<file path="src/rtl/pwm_pkg.sv">
// Shared types and constants for the PWM counter configuration path.
package pwm_pkg;

    localparam int PERIOD_W     = 16;
    localparam int PRESCALE_W   = 8;
    localparam int PRESCALE_MAX = 15;

    typedef enum logic [1:0] {
        IDLE,
        PENDING,
        COMMIT
    } state_t;

    // One complete counter configuration as held in the shadow registers.
    typedef struct packed {
        logic [PERIOD_W-1:0]   period;
        logic [PRESCALE_W-1:0] prescale;
        logic                  upnotdown;
        logic                  en;
        logic                  immediate;
    } cfg_t;

endpackage

</file>
<file path="src/rtl/counter_cfg_sched_wrap_detect.sv">
// Detects the counter's wrap boundary: the first cycle count_val lands on
// its start value. Start comes from the active (not shadow) settings.
module wrap_detect #(
    parameter int PERIOD_W = pwm_pkg::PERIOD_W
) (
    input  logic                clk,
    input  logic                rst_n,
    input  logic [PERIOD_W-1:0] count_val,
    input  logic [PERIOD_W-1:0] period,
    input  logic                upnotdown,
    output logic                boundary
);

    logic [PERIOD_W-1:0] prev_cnt;
    logic [PERIOD_W-1:0] start;

    // Start value depends on direction: up counters restart at 0, down at period-1.
    always_comb begin
        start = upnotdown ? '0 : (period - PERIOD_W'(1));
    end

    // Remember last cycle's count so a held value is not mistaken for a wrap.
    always_ff @(posedge clk) begin
        if (!rst_n) begin
            prev_cnt <= '0;
        end else begin
            prev_cnt <= count_val;
        end
    end

    assign boundary = (count_val != prev_cnt) && (count_val == start);

endmodule

</file>
<file path="src/rtl/counter_cfg_sched.sv">
// Configuration scheduler: shadows new counter settings and commits them at
// the counter's wrap boundary (or at once when idle/immediate), pulsing
// count_reset so the counter restarts cleanly. Parameters must match pwm_pkg.
module counter_cfg_sched #(
    parameter int PERIOD_W     = pwm_pkg::PERIOD_W,
    parameter int PRESCALE_W   = pwm_pkg::PRESCALE_W,
    parameter int PRESCALE_MAX = pwm_pkg::PRESCALE_MAX
) (
    input  logic                  clk,
    input  logic                  rst_n,
    input  logic                  cfg_valid,
    output logic                  cfg_ready,
    input  logic [PERIOD_W-1:0]   cfg_period,
    input  logic [PRESCALE_W-1:0] cfg_prescale,
    input  logic                  cfg_upnotdown,
    input  logic                  cfg_en,
    input  logic                  cfg_immediate,
    output logic                  cfg_err,
    output logic                  busy,
    output logic                  commit,
    input  logic [PERIOD_W-1:0]   count_val,
    output logic [PERIOD_W-1:0]   period,
    output logic [PRESCALE_W-1:0] prescale,
    output logic                  upnotdown,
    output logic                  en,
    output logic                  count_reset
);

    import pwm_pkg::*;

    localparam logic [PRESCALE_W-1:0] PRESCALE_CAP = PRESCALE_W'(PRESCALE_MAX);

    state_t                state;
    state_t                next_state;
    cfg_t                  shadow;
    logic                  boundary;
    logic                  commit_cond;
    logic                  load_shadow;
    logic                  load_active;
    logic                  reject;
    logic [PRESCALE_W-1:0] prescale_clamped;

    wrap_detect #(
        .PERIOD_W (PERIOD_W)
    ) u_wrap_detect (
        .clk       (clk),
        .rst_n     (rst_n),
        .count_val (count_val),
        .period    (period),
        .upnotdown (upnotdown),
        .boundary  (boundary)
    );

    assign commit_cond = shadow.immediate || !en || boundary;

    // Oversized prescale requests are silently limited to what the counter supports.
    always_comb begin
        prescale_clamped = (shadow.prescale > PRESCALE_CAP) ? PRESCALE_CAP : shadow.prescale;
    end

    // Next-state and handshake/commit strobes for the scheduler FSM.
    always_comb begin
        next_state  = state;
        cfg_ready   = 1'b0;
        busy        = 1'b0;
        commit      = 1'b0;
        count_reset = 1'b0;
        load_shadow = 1'b0;
        load_active = 1'b0;
        reject      = 1'b0;
        case (state)
            IDLE: begin
                cfg_ready = 1'b1;
                if (cfg_valid) begin
                    if (cfg_period != '0) begin
                        load_shadow = 1'b1;
                        next_state  = PENDING;
                    end else begin
                        reject = 1'b1;
                    end
                end
            end
            PENDING: begin
                busy = 1'b1;
                if (commit_cond) begin
                    load_active = 1'b1;
                    next_state  = COMMIT;
                end
            end
            COMMIT: begin
                busy        = 1'b1;
                commit      = 1'b1;
                count_reset = 1'b1;
                next_state  = IDLE;
            end
            default: begin
                next_state = IDLE;
            end
        endcase
    end

    // State register plus the one-cycle rejection pulse.
    always_ff @(posedge clk) begin
        if (!rst_n) begin
            state   <= IDLE;
            cfg_err <= 1'b0;
        end else begin
            state   <= next_state;
            cfg_err <= reject;
        end
    end

    // Shadow captures an accepted request; reset discards anything pending.
    always_ff @(posedge clk) begin
        if (!rst_n) begin
            shadow <= '0;
        end else if (load_shadow) begin
            shadow.period    <= cfg_period;
            shadow.prescale  <= cfg_prescale;
            shadow.upnotdown <= cfg_upnotdown;
            shadow.en        <= cfg_en;
            shadow.immediate <= cfg_immediate;
        end
    end

    // Active settings only ever change on the PENDING-to-COMMIT transition.
    always_ff @(posedge clk) begin
        if (!rst_n) begin
            period    <= '1;
            prescale  <= '0;
            upnotdown <= 1'b1;
            en        <= 1'b0;
        end else if (load_active) begin
            period    <= shadow.period;
            prescale  <= prescale_clamped;
            upnotdown <= shadow.upnotdown;
            en        <= shadow.en;
        end
    end

endmodule

</file>
<file path="config.mk">
export PLATFORM = sky130hd
export DESIGN_NAME = counter_cfg_sched
export DESIGN_NICKNAME = d
export VERILOG_FILES = /design/src/rtl/pwm_pkg.sv /design/src/rtl/counter_cfg_sched_wrap_detect.sv /design/src/rtl/counter_cfg_sched.sv
export SDC_FILE = /design/constraint.sdc
export NUM_CORES = 1
export LEC_CHECK = 0
export ABC_AREA = 1
export CORE_ASPECT_RATIO = 1.25
export CORE_UTILIZATION = 53
export DETAILED_ROUTE_END_ITERATION = 10
export DONT_BUFFER_PORTS = 1
export MAX_ROUTING_LAYER = met4
export PLACE_DENSITY_LB_ADDON = 0.1
export SYNTH_ARGS = -nofsm -noshare
export SYNTH_HDL_FRONTEND = slang
export SYNTH_SLANG_ARGS = --single-unit
</file>
<file path="constraint.sdc">
create_clock -name clk -period 2.4 [get_ports clk]
set_clock_uncertainty 0.05 [all_clocks]
set_input_delay 0.36 -clock clk [delete_from_list [all_inputs] [get_ports clk]]
set_output_delay 0.36 -clock clk [all_outputs]
set_load 0.01 [all_outputs]
</file>
# ---- Word-level counts from Yosys, hierarchy flattened
# Cells that the tools add are included.
dict set report totals {
  reg_bits 72
  input_bits 46
  word_cells 45
}
dict set report op_classes {
  order_cmp 1
  mux 15
  n_reduce_logical 9
  n_addsub 1
  n_eq_ne 7
}
# cell n
set ops {}
lappend ops {{equality test 16 bit} 1}
lappend ops {{2-to-1 mux 16 bit} 1}
lappend ops {{inequality test 16 bit} 1}
lappend ops {{nonzero test 16 bit} 1}
lappend ops {{subtractor 16 x 1 -> 16 bit (second input constant)} 1}
lappend ops {{2-to-1 mux 1 bit} 9}
lappend ops {{> comparator 8 x 4 -> 1 bit (second input constant)} 1}
lappend ops {{2-to-1 mux 8 bit} 1}
lappend ops {{2-to-1 mux 2 bit} 3}
lappend ops {{inequality test 2 bit (second input constant)} 3}
lappend ops {{AND reduction 3 bit} 2}
lappend ops {{case mux 2 bit (2 select lines)} 1}
lappend ops {{equality test 2 x 1 -> 1 bit (second input constant)} 1}
lappend ops {{equality test 2 bit (second input constant)} 1}
lappend ops {{zero test 2 bit} 1}
lappend ops {{logical OR 1 bit} 2}
lappend ops {{OR reduction 2 bit} 1}
lappend ops {{logical AND 1 bit} 1}
lappend ops {{zero test 1 bit} 1}

# ---- Depth between registers and ports, before layout
dict set report depth {
  word_depth 7
  ltp_mapped 20
  depth_no_buf 19
}

# ---- Hierarchy
# A second synthesis with hierarchy kept.
dict set report hier_totals {
  cells_unflattened 558
  hier_area_um2 3679.8
}
# mod cells_per_inst area_per_inst_um2 instances
set by_module_without_submodules {}
lappend by_module_without_submodules {counter_cfg_sched 269 2143.3 1}
lappend by_module_without_submodules {wrap_detect 289 1536.5 1}

# ---- Worst setup path after synthesis
# OpenSTA, ideal clock, no wires.
dict set report synth_timing {
  path_kind {register to register}
  from {register period[0]}
  to {register period[1]}
  t_arrival_ns 1.994
  setup_slack_ns 0.219
  n_path_buf 2
  stages_incl_launch_ff 19
  t_required_ns 2.212
  cell_sequence {dfxtp_1 inv_1 ha_1 nand2_2 nor2_2 nand2_1 nand3_1 o21ai_0 inv_1 nand3_1 nor2_1 nand2_2 nand2_4 nand2_4 clkinv_2 buf_6 buf_12 nand2_2 nand3_2}
}
dict set report synth_between {
  elab_chain_cells 7
}
# element line_no
set synth_rtl {}
lappend synth_rtl {{start, declared} counter_cfg_sched.sv:22} ;# output logic [PERIOD_W-1:0] period,
lappend synth_rtl {{start signal, assigned} counter_cfg_sched.sv:134} ;# period <= shadow.period;
lappend synth_rtl {{subtractor 16 x 1 -> 16 bit} counter_cfg_sched_wrap_detect.sv:19} ;# start = upnotdown ? '0 : (period - PERIOD_W'(1));
lappend synth_rtl {{2-to-1 mux 16 bit} counter_cfg_sched_wrap_detect.sv:19}
lappend synth_rtl {{equality test 16 bit} counter_cfg_sched_wrap_detect.sv:31} ;# assign boundary = (count_val != prev_cnt) && (count_val == start);
lappend synth_rtl {{logical AND 1 bit} counter_cfg_sched_wrap_detect.sv:31}
lappend synth_rtl {{logical OR 1 bit} counter_cfg_sched.sv:54} ;# assign commit_cond = shadow.immediate || !en || boundary;
lappend synth_rtl {{2-to-1 mux 1 bit} counter_cfg_sched.sv:85} ;# if (commit_cond) begin
lappend synth_rtl {{2-to-1 mux 1 bit} counter_cfg_sched.sv:71} ;# case (state)
# Every way passes these cells.
# A chain may end at the register's enable or synchronous reset.

# ---- Worst setup path after layout
dict set report layout_timing {
  from {register period[5]}
  to {register period[0]}
}
# Same word-level chain as after synthesis.

==> summary by stage <==
Logic synthesis
The cell area after synthesis is 0.00353 mm2. Counting every instance in the synthesized netlist gives 506. The count of different cell masters after synthesis is 26. The sequential fraction of the synthesis area is 0.408.

During synthesis, Yosys emitted a total of 0 warnings. The average size of a mapped cell is 6.98 um2. The share of synthesized area in the top cell type comes to 0.408. In the synthesized netlist the async set-or-reset flop fraction comes to 0. By area the synthesized netlist is led by dfxtp_1 (41%), nand2_1 (12%), nor2_1 (10%). Ranked by instance count, the synthesized netlist is headed by nand2_1 (113), nor2_1 (97), dfxtp_1 (72). The cell taking the most area after synthesis is dfxtp_1. Yosys mapped a number of flops with a built-in enable equal to 0. The commonest register cell after synthesis is dfxtp_1. The post-synth net total is 556. The most frequent cell after synthesis is nand2_1.

The number of synthesized register bits is 72.

Placed design
OpenSTA, run right after detailed placement, puts the worst setup slack at 0.0298 ns. The half-perimeter wire length after placement is 5600 um. Routability-driven placement finished with a final weighted congestion of 0.794. During placement, the flow inserted port buffers numbering 0.

STA
For the pin with the worst max-slew slack, the measured transition is 0.718 ns. The setup violation total in the final timing report is 0. Dividing the final minimum period by the clock period gives 0.908. The sum of negative setup slack is 0 ns.

The number of slew-limit violations in the final report is 0. Measured against its own limit, the worst slew margin works out to 0.521. The number of hold-slack violations in the final timing report came to 0. For this run, the top clock speed supported by timing is 459 MHz. The minimum clock period after layout is 2.18 ns. The final worst-path setup slack is 0.221 ns.

Critical path
Along the worst path, the maximum fanout reaches 13. The endpoint required time on the critical path is 2.65 ns. In this run the number of cells on the critical path is 18. On the critical path, the stage with the largest delay is an instance of dfxtp_2. In this design, the largest share of critical-path delay is due to simple AND/OR/NAND/NOR gates.

The start of the worst register-to-register path is period[5]. The origin of the worst setup path is period[5]. Data arrives at the worst endpoint at 2.43 ns. The worst reg-to-reg path cell count is 18.

The signal on the critical path passes through nor2_1, nand2_1, nor2_4, nand2_1, nand2_1, nand3_1, nand2_1, nand2_1, nor2_1, nand2_1, nor2_2, nand2_2, nand2_4, nand2_4, inv_6, buf_4, nand2_1, nand3_1. Counting both buffers and inverters, the worst setup path holds a total of 2. The critical path is of the flop to flop type. The delay of the slowest cell on the worst path is 0.37 ns. Counting stages on the worst path, the most repeated cell is nand2_1.

The endpoint class of the critical path is a flop. The startpoint type of the worst setup path is a flop.

CTS
After clock tree synthesis, the clock-pin slew on the worst setup and hold paths is 0.08 ns. TritonCTS built the clock tree. The insertion delay of the later-clocked pin in the worst-skew pair is 0.35 ns. The number of sinks handled by clock tree synthesis is 72.

The total clock buffers created by CTS is 9. The maximum clock insertion buffer count is 2. The H-tree was split into 3 levels. The post-CTS setup buffer count is 0. The cell at the root of the clock tree is clkbuf_8.

Routing
The remaining routing DRC violations is 0. The via density per instance is 5.06. The vias after detailed routing is 3057. After detailed routing, the average wire length per cell comes to 12.5 um. For this block, the initial DRC count from the detailed router was 117. The count of nets left with antenna violations once routing finished came out at 0. The total iterations of the first detailed-routing run is 4. The detailed-route wire length is 7570 um.

Cells and area
The share of post-route cells with drive strength above 1 is 0.150. The layout net count is 565. The area added between synthesis and finish is 11.2%. The utilization after layout is 0.625. The filler cells instantiated in the layout total 618. The number of diodes is 0.

Global routing
The number of antenna violations at the first check in global routing is 0. The number of global-route vias before repair is 2924. The global-route wire length before repair is 12400 um. The largest net degree at the start of global routing is 71.

The aggregate global-route resource usage is 0.240. The overflow left after global routing is 0.

Power
The maximum ir drop on the vdd rail is 0.402 mV. The total power is 2.79 mW. In this run the power density over the cells is 711 mW/mm2. The total leakage power is 1.83 nW.

Flow run
Max-cap violations in this run came to 0.

Die
The number of placement rows is 32. In this run the horizontal extent of the chip is 75.0 um. The area of the die is 0.00700 mm2.

The core outline area is 0.00629 mm2. The initial cell density of the core is 0.562. The number of I/O pins is 77. The die height is 93.3 um.

Run status
The run finished with clean final reports.

Worst hold path
The startpoint identified for the worst hold timing path is count_val[2]. The worst hold path belongs to the class input port to flop. Along the worst hold path, the cell count comes to 2.
## worst register-to-register path, delay by kind of cell, from the launching register on
kind	cells	cell delay, ns
flops	1	0.37
simple gates	16	1.44
buf+inv	2	0.27
## registers in the layout, summed over array words and instances (netlist names)
| signal | count |
|---|---|
| en | 1 |
| state | 2 |
| prescale | 8 |
| shadow | 27 |
| upnotdown | 1 |
| u_wrap_detect.prev_cnt | 16 |
| cfg_err | 1 |
| period | 16 |
## kinds of logic (layout without fill, tap and decap cells)
kind of cell,after synthesis,after routing,synth area share
xor+xnor,22,22,0.0545
buf+inv,73,86,0.0864
simple gates,295,295,0.377
compound gates,40,40,0.0595
flops,72,72,0.408
fa+ha+maj,4,4,0.0142
## cells in the final DEF, fill, tap and decap left out, types with 2 or more instances in the layout
cell type and count:
nand2_1 112, nor2_1 93, dfxtp_1 69, inv_1 51
nand3_1 35, o21ai_0 28, xor2_1 16, buf_4 16
nand2_2 13, nand4_1 13, nand3_2 10, clkbuf_8 10
a21oi_1 7, nor2_2 6, xnor2_1 6, nor2_4 5
nor4_1 4, nand2_4 3, ha_1 3, clkinv_2 3
dfxtp_2 3, o21bai_2 2, o21bai_1 2, buf_6 2
## layer usage
| metal | track usage | share of wire | wire length, um |
|---|---|---|---|
| met3 | 0.0625 | 0.056 | 427 |
| met4 | 0.0912 | 0.018 | 133 |
| met1 | 0.247 | 0.40 | 3020 |
| met5 | - | 0 | 0 |
| met2 | 0.425 | 0.53 | 3990 |
## timing repair
action | CTS | global route
setup endpoints to repair | 0 | 26
hold buffers | 0 | 0
resized for setup | 0 | 23
## layout make-up
type / instances / area, um2 / area share
Clock buffer: 11 / 141 / 0.0360
Multi-Input combinational cell: 361 / 1840 / 0.469
Timing Repair Buffer: 18 / 143 / 0.0363
Tap cell: 85 / 106 / 0.0271
Inverter: 53 / 204 / 0.0519
Sequential cell: 72 / 1450 / 0.368
Clock inverter: 4 / 45.0 / 0.0115
## power breakdown
| group | leakage, nW | switching, mW | internal, mW | total [mW] |
|---|---|---|---|---|
| clock network | 0.0989 | 0.431 | 0.498 | 0.928 |
| logic | 1.14 | 0.271 | 0.199 | 0.470 |
| registers | 0.595 | 0.0945 | 1.30 | 1.39 |
| total | 1.83 | 0.796 | 2.00 | 2.79 |
## worst paths after layout
kind                                    end  slack (ns)
setup / recovery                  period[0]        0.22
hold / removal    u_wrap_detect.prev_cnt[2]        0.05
setup reg to reg                  period[0]        0.22
hold reg to reg                   period[1]        0.40
## per-stage QoR
step                      hold WS [ns]  cell area, um2  cells
final                           0.0488            3930    604
after global routing            0.0325            3930    604
after CTS                       0.0263            3860    604
after detailed placement         0.391            3670    589
after global placement           0.389            3670    589
after floorplan                  0.379            3530    506
Note: power is estimated with default switching activity, not from simulation.
